===== config.mk =====
export PLATFORM = sky130hd
export DESIGN_NAME = pcileech_pcie_tlp_tx_arb
export DESIGN_NICKNAME = d
export VERILOG_FILES = /design/src/rtl/pcileech_pcie_tlp_tx_arb_pkg.sv /design/src/rtl/pcileech_axis_skid64.sv /design/src/rtl/pcileech_pcie_tlp_tx_arb.sv
export SDC_FILE = /design/constraint.sdc
export NUM_CORES = 1
export LEC_CHECK = 0
export CORE_MARGIN = 2
export CORE_UTILIZATION = 30
export DETAILED_ROUTE_END_ITERATION = 6
export HOLD_SLACK_MARGIN = 0.08
export SLEW_MARGIN = 20
export SYNTH_ARGS = -nofsm -noshare
export SYNTH_HDL_FRONTEND = slang
export SYNTH_SLANG_ARGS = --single-unit

===== constraint.sdc =====
create_clock -name clk_pcie -period 2.25 [get_ports clk_pcie]
set_input_delay 0.3375 -clock clk_pcie [delete_from_list [all_inputs] [get_ports clk_pcie]]
set_output_delay 0.3375 -clock clk_pcie [all_outputs]
set_load 0.02 [all_outputs]

===== src/rtl/pcileech_pcie_tlp_tx_arb_pkg.sv =====
// Shared types for the PCIe TX arbiter: FSM state encoding and the 64-bit beat carried
// through the output/skid registers.
package pcileech_pcie_tlp_tx_arb_pkg;

  typedef enum logic [1:0] {
    ST_IDLE = 2'd0,
    ST_GNT0 = 2'd1,
    ST_GNT1 = 2'd2
  } arb_state_e;

  typedef struct packed {
    logic [63:0] data;
    logic [7:0]  keep;
    logic        last;
  } tlp_beat_t;

endpackage


===== src/rtl/pcileech_axis_skid64.sv =====
// Output register plus skid register for the 64-bit TX stream; in_ready depends only on
// registered skid occupancy, so there is no combinational path from out_ready.
module pcileech_axis_skid64
  import pcileech_pcie_tlp_tx_arb_pkg::*;
(
  input  logic      clk,
  input  logic      rst,
  input  tlp_beat_t in_beat,
  input  logic      in_valid,
  output logic      in_ready,
  output tlp_beat_t out_beat,
  output logic      out_valid,
  input  logic      out_ready,
  output logic      skid_full
);

  tlp_beat_t out_q, out_d, skid_q, skid_d;
  logic      out_vld_q, out_vld_d, skid_vld_q, skid_vld_d;
  logic      accept;

  assign accept = in_valid & ~skid_vld_q;

  always_comb begin
    out_d      = out_q;
    out_vld_d  = out_vld_q;
    skid_d     = skid_q;
    skid_vld_d = skid_vld_q;
    if (!out_vld_q || out_ready) begin
      // Skid drains first; input is blocked while skid is full, so no beat is lost.
      if (skid_vld_q) begin
        out_d      = skid_q;
        out_vld_d  = 1'b1;
        skid_vld_d = 1'b0;
      end else begin
        out_d     = accept ? in_beat : out_q;
        out_vld_d = accept;
      end
    end else if (accept) begin
      skid_d     = in_beat;
      skid_vld_d = 1'b1;
    end
  end

  always_ff @(posedge clk) begin
    if (rst) begin
      out_q      <= '0;
      out_vld_q  <= 1'b0;
      skid_q     <= '0;
      skid_vld_q <= 1'b0;
    end else begin
      out_q      <= out_d;
      out_vld_q  <= out_vld_d;
      skid_q     <= skid_d;
      skid_vld_q <= skid_vld_d;
    end
  end

  assign in_ready  = ~skid_vld_q;
  assign out_beat  = out_q;
  assign out_valid = out_vld_q;
  assign skid_full = skid_vld_q;

endmodule


===== src/rtl/pcileech_pcie_tlp_tx_arb.sv =====
// Packet-atomic round-robin arbiter of two TLP sources onto the PCIe core TX stream.
// Optional start gating on tx_buf_av is compiled in with PCILEECH_TX_BUFAV_GATE_EN.
module pcileech_pcie_tlp_tx_arb
  import pcileech_pcie_tlp_tx_arb_pkg::*;
#(
  parameter logic [5:0] BUFAV_MIN = 6'd2
) (
  input  logic        clk_pcie,
  input  logic        rst,
  input  logic [63:0] s0_data,
  input  logic [7:0]  s0_keep,
  input  logic        s0_last,
  input  logic        s0_valid,
  output logic        s0_ready,
  input  logic [63:0] s1_data,
  input  logic [7:0]  s1_keep,
  input  logic        s1_last,
  input  logic        s1_valid,
  output logic        s1_ready,
  input  logic [5:0]  tx_buf_av,
  input  logic        tx_err_drop,
  output logic [63:0] m_data,
  output logic [7:0]  m_keep,
  output logic        m_last,
  output logic        m_valid,
  input  logic        m_ready,
  output logic [15:0] drop_cnt,
  output logic        busy
);

  arb_state_e state_q, state_d;
  logic       last1_q, last1_d;   // 1: s1 was served last, so s0 wins the next tie
  logic [15:0] drop_cnt_q, drop_cnt_d;
  logic       start_ok, skid_in_ready, skid_full;
  tlp_beat_t  in_beat, out_beat;
  logic       in_valid;

`ifdef PCILEECH_TX_BUFAV_GATE_EN
  assign start_ok = (tx_buf_av >= BUFAV_MIN);
`else
  logic unused_bufav;
  assign unused_bufav = ^{tx_buf_av, BUFAV_MIN};
  assign start_ok     = 1'b1;
`endif

  always_ff @(posedge clk_pcie) begin
    if (rst) begin
      state_q    <= ST_IDLE;
      last1_q    <= 1'b1;
      drop_cnt_q <= '0;
    end else begin
      state_q    <= state_d;
      last1_q    <= last1_d;
      drop_cnt_q <= drop_cnt_d;
    end
  end

  always_comb begin
    state_d = state_q;
    last1_d = last1_q;
    case (state_q)
      ST_IDLE: if (start_ok) begin
        if (s0_valid && (!s1_valid || last1_q)) state_d = ST_GNT0;
        else if (s1_valid)                      state_d = ST_GNT1;
      end
      ST_GNT0: if (s0_valid && s0_ready && s0_last) begin
        state_d = ST_IDLE;
        last1_d = 1'b0;
      end
      ST_GNT1: if (s1_valid && s1_ready && s1_last) begin
        state_d = ST_IDLE;
        last1_d = 1'b1;
      end
      default: state_d = ST_IDLE;
    endcase
  end

  always_comb begin
    s0_ready = (state_q == ST_GNT0) & skid_in_ready;
    s1_ready = (state_q == ST_GNT1) & skid_in_ready;
    if (state_q == ST_GNT1) begin
      in_beat  = '{data: s1_data, keep: s1_keep, last: s1_last};
      in_valid = s1_valid & s1_ready;
    end else begin
      in_beat  = '{data: s0_data, keep: s0_keep, last: s0_last};
      in_valid = s0_valid & s0_ready;
    end
  end

  always_comb begin
    drop_cnt_d = drop_cnt_q;
    if (tx_err_drop && drop_cnt_q != 16'hFFFF) drop_cnt_d = drop_cnt_q + 16'd1;
  end

  pcileech_axis_skid64 u_skid (
    .clk       (clk_pcie),
    .rst       (rst),
    .in_beat   (in_beat),
    .in_valid  (in_valid),
    .in_ready  (skid_in_ready),
    .out_beat  (out_beat),
    .out_valid (m_valid),
    .out_ready (m_ready),
    .skid_full (skid_full)
  );

  assign m_data   = out_beat.data;
  assign m_keep   = out_beat.keep;
  assign m_last   = out_beat.last;
  assign drop_cnt = drop_cnt_q;
  assign busy     = (state_q != ST_IDLE) | m_valid | skid_full;

endmodule


==> impl_metrics.csv <==
group,metric,value,unit
outcome,status,"completed",
sta,timing_worst_slew_pin_value,0.566,ns
sta,rsz0062_at_grt,"false",
logic_synthesis,post_synth_most_frequent_cells,"dfxtp_1, nor2_1, mux2i_1",
worst_setup_path,crit_family,"buffers and inverters",
worst_setup_path,cp_slowest_stage_delay,0.61,ns
worst_setup_path,critical_path.n_buffers_inverters,2,
sta,finalHoldViolCount,0,
logic_synthesis,synth_enable_flop_cells,0,
worst_setup_path,cp_data_arrival_time,1.77,ns
logic_synthesis,synth_most_common_cell,"dfxtp_1",
logic_synthesis,mappedNetlistArea,7640,sq um
clock_network,h-tree-depth,4,
die,placeableCoreArea,25100,sq um
logic_synthesis,synthesized_instance_count,823,
logic_synthesis,postSynth.asyncResetShare,0,%
power_and_ir_drop,leakage,4.10,nW
sta,max_slew_margin,62.3,%
sta,timing.final.setup_violations,0,
worst_setup_path,critPathRequiredTime,1.91,ns
die,start_util,30.4,%
clock_network,max-clock-path-buffers,2,
sta,clock.fmax,0.474,GHz
drt,firstDrtPassIters,4,
logic_synthesis,synth_area_leader_cell,"dfxtp_1",
layout,fraction_of_layout_instances_using_a_drive_strength_above_1,13.1,%
die,rows,58,
grt,initial_antenna_violation_count,0,
placed_design,detailedPlacementHpwl,14800,microns
worst_setup_path,end_kind,"output port",
logic_synthesis,post-synth-top-area-fraction,43.8,%
worst_setup_path,critical_path_slowest_stage_cell,"clkdlybuf4s50_1",
sta,post-route-min-period,2.11,ns
logic_synthesis,netlist-cell-type-count,45,
clock_network,path_clk_slew,0.07,ns
drt,vias,6937,
grt,grt_start_max_net_pins,118,
sta,final.period_utilization,93.8,%
clock_network,clock_insertion_delay_worst_skew,0.41,ns
clock_network,number_of_cts_inserted_buffers,17,
drt,drcViolationCount,0,
layout,finished_core_util,44.4,%
layout,antenna_cells,0,
min_path,worst_hold_path_type,"in -> reg",
drt,dr.first_iter.drc_count,256,
layout,num-fill-cells,2452,
logic_synthesis,synth_ff_type,"dfxtp_1",
logic_synthesis,ys_seq_elements,167,
clock_network,tritoncts_clock_tree,"built",
placed_design,gp_congestion,0.772,
power_and_ir_drop,vdd_drop_max,0.307,mV
worst_setup_path,path_max_fanout,4,
layout,synth_to_final_area_change,46.0,%
logic_synthesis,yosys_warnings,0,
clock_network,clk_root_buf,"clkbuf_16",
worst_setup_path,start_kind,"flip-flop",
layout,design.final.nets,1202,
clock_network,cts-hold-fix-buffers,0,
logic_synthesis,avgSynthCellArea,9.28,sq um
drt,detail_route.wirelength,21700,microns
logic_synthesis,synth.area.top_cells,"dfxtp_1, mux2i_1, nor2_1",
logic_synthesis,syn-num-nets,982,
grt,grt_pass1_vias,6498,
worst_setup_path,worstPathCellList,"buf_4, nor2_1, nand2_1, clkdlybuf4s50_1",
die,dieArea,26800,sq um
grt,grt_pass1_wl,34700,microns
sta,slew_violations,0,
clock_network,cts_post_setup_buffers_inserted,0,
grt,globalRouteOverflowTotal,0,
drt,post_drt_via_cell_ratio,5.01,
sta,totalNegativeSetupSlack,0,ns
worst_setup_path,timing_worst_setup_path_type,"reg -> out",
grt,grt_util_all_layers,16.2,%
clock_network,cts_num_sinks,167,
power_and_ir_drop,power_density,659,nW/um^2
drt,routedWlPerCell,15.7,microns
flow_run,number_of_maximum_capacitance_constraint_violations,0,
die,die_x,164,microns
placed_design,io_buffers,244,
drt,drt.antenna.violating_nets,0,
die,die_h,164,microns
logic_synthesis,seq_area_frac_synth,43.8,%
sta,clock_skew,0.00860,ns
die,io-pin-count,251,
worst paths after layout:
path | start | endpoint | slack [ns] | cells past startpoint
min | rst | state_q[1]$_SDFFE_PP0P_ | 0.32 | 2
max reg2reg | state_q[0]$_SDFFE_PP0P_ | u_skid.out_beat[8]$_SDFFE_PP0P_ | 0.25 | 5
min reg2reg | u_skid.out_beat[66]$_SDFFE_PP0P_ | u_skid.out_beat[66]$_SDFFE_PP0P_ | 0.47 | 2
max | u_skid.skid_full$_SDFFE_PP0P_ | busy | 0.14 | 4
layout by cell type, fill, tap and decap left out, drive strengths merged, types with 2 or more instances in the layout:
cell | Yosys | layout
a2111oi | 43 | 43
a211oi | 44 | 44
a21oi | 12 | 12
a31o | 42 | 42
and3 | 2 | 2
and4 | 3 | 3
buf | 31 | 36
bufinv | 0 | 2
clkbuf | 47 | 19
clkdlybuf4s50 | 0 | 241
clkinv | 0 | 4
dfxtp | 167 | 167
inv | 7 | 13
mux2 | 32 | 32
mux2i | 74 | 74
nand2 | 9 | 9
nand2b | 2 | 2
nand3 | 39 | 39
nand3b | 2 | 2
nand4 | 7 | 7
nor2 | 125 | 125
nor3 | 3 | 3
nor4 | 4 | 4
o211ai | 2 | 2
o21a | 31 | 31
o21ai | 68 | 68
o31ai | 4 | 4
or3 | 6 | 6
or4 | 5 | 5
repair_timing:
action	4_1_cts	5_1_grt
setup endpoints to repair	1	1
resized for setup	1	1
cloned	0	0
per-layer routing:
| metal | global-route usage [%] | vias up | wire length (microns) |
|---|---|---|---|
| met5 | 0 | - | 0 |
| met4 | 3.91 | 0 | 193 |
| met3 | 4.85 | 9 | 1450 |
| met2 | 26.8 | 183 | 10200 |
| met1 | 20.7 | 3218 | 9890 |
| li1 | - | 3527 | - |
cell families after synthesis:
group,share of synthesized area [%]
AND/OR/NAND/NOR,12.5
AO/OA/AOI/OAI,23.8
XOR/XNOR,0.229
adder cells (fa/ha/maj),0.164
buffers and inverters,5.08
flip-flops,43.8
multiplexers,14.4
registers in the layout (all words and copies together) (netlist names):
signal and count:
drop_cnt 16, u_skid.out_beat 73, u_skid.out_valid 1, u_skid.skid_full 1, u_skid.skid_q 73, state_q 2, last1_q 1
power breakdown:
part	internal, W	leakage (nW)	total [W]	switching (W)
combinational	0.000646	2.46	0.00121	0.000564
clock	0.00171	0.292	0.00301	0.00130
sequential	0.00307	1.35	0.00313	0.0000623
area by class of cell:
class,instances,area [sq um],share of cell area (%)
Clock buffer,19,443,3.97
Clock inverter,13,158,1.41
Inverter,7,28.8,0.258
Multi-Input combinational cell,571,3930,35.3
Sequential cell,167,3340,30.0
Tap cell,330,413,3.70
Timing Repair Buffer,279,2830,25.4
worst reg2reg max path: cells and delay by family (launching register included):
family          cells  cell delay, ns
flops               1            0.46
compound gates      2            0.41
simple gates        1            0.34
buf+inv             1            0.33
mux                 1            0.37
metrics by stage:
stage	worst slack, ns	instances	hold WS (ns)	area [sq um]	power [W]
final	0.139	1386	0.324	11100	0.00735
after global routing	0.0301	1386	0.334	11100	0.00769
after CTS	0.0264	1386	0.311	11100	0.00746
after detailed placement	0.0169	1354	0.460	10500	0.00442
after global placement	0.0324	1354	0.454	10500	0.00441
after floorplan	0.471	823	0.459	7640	0.00377
(Power assumes the default switching activity.)
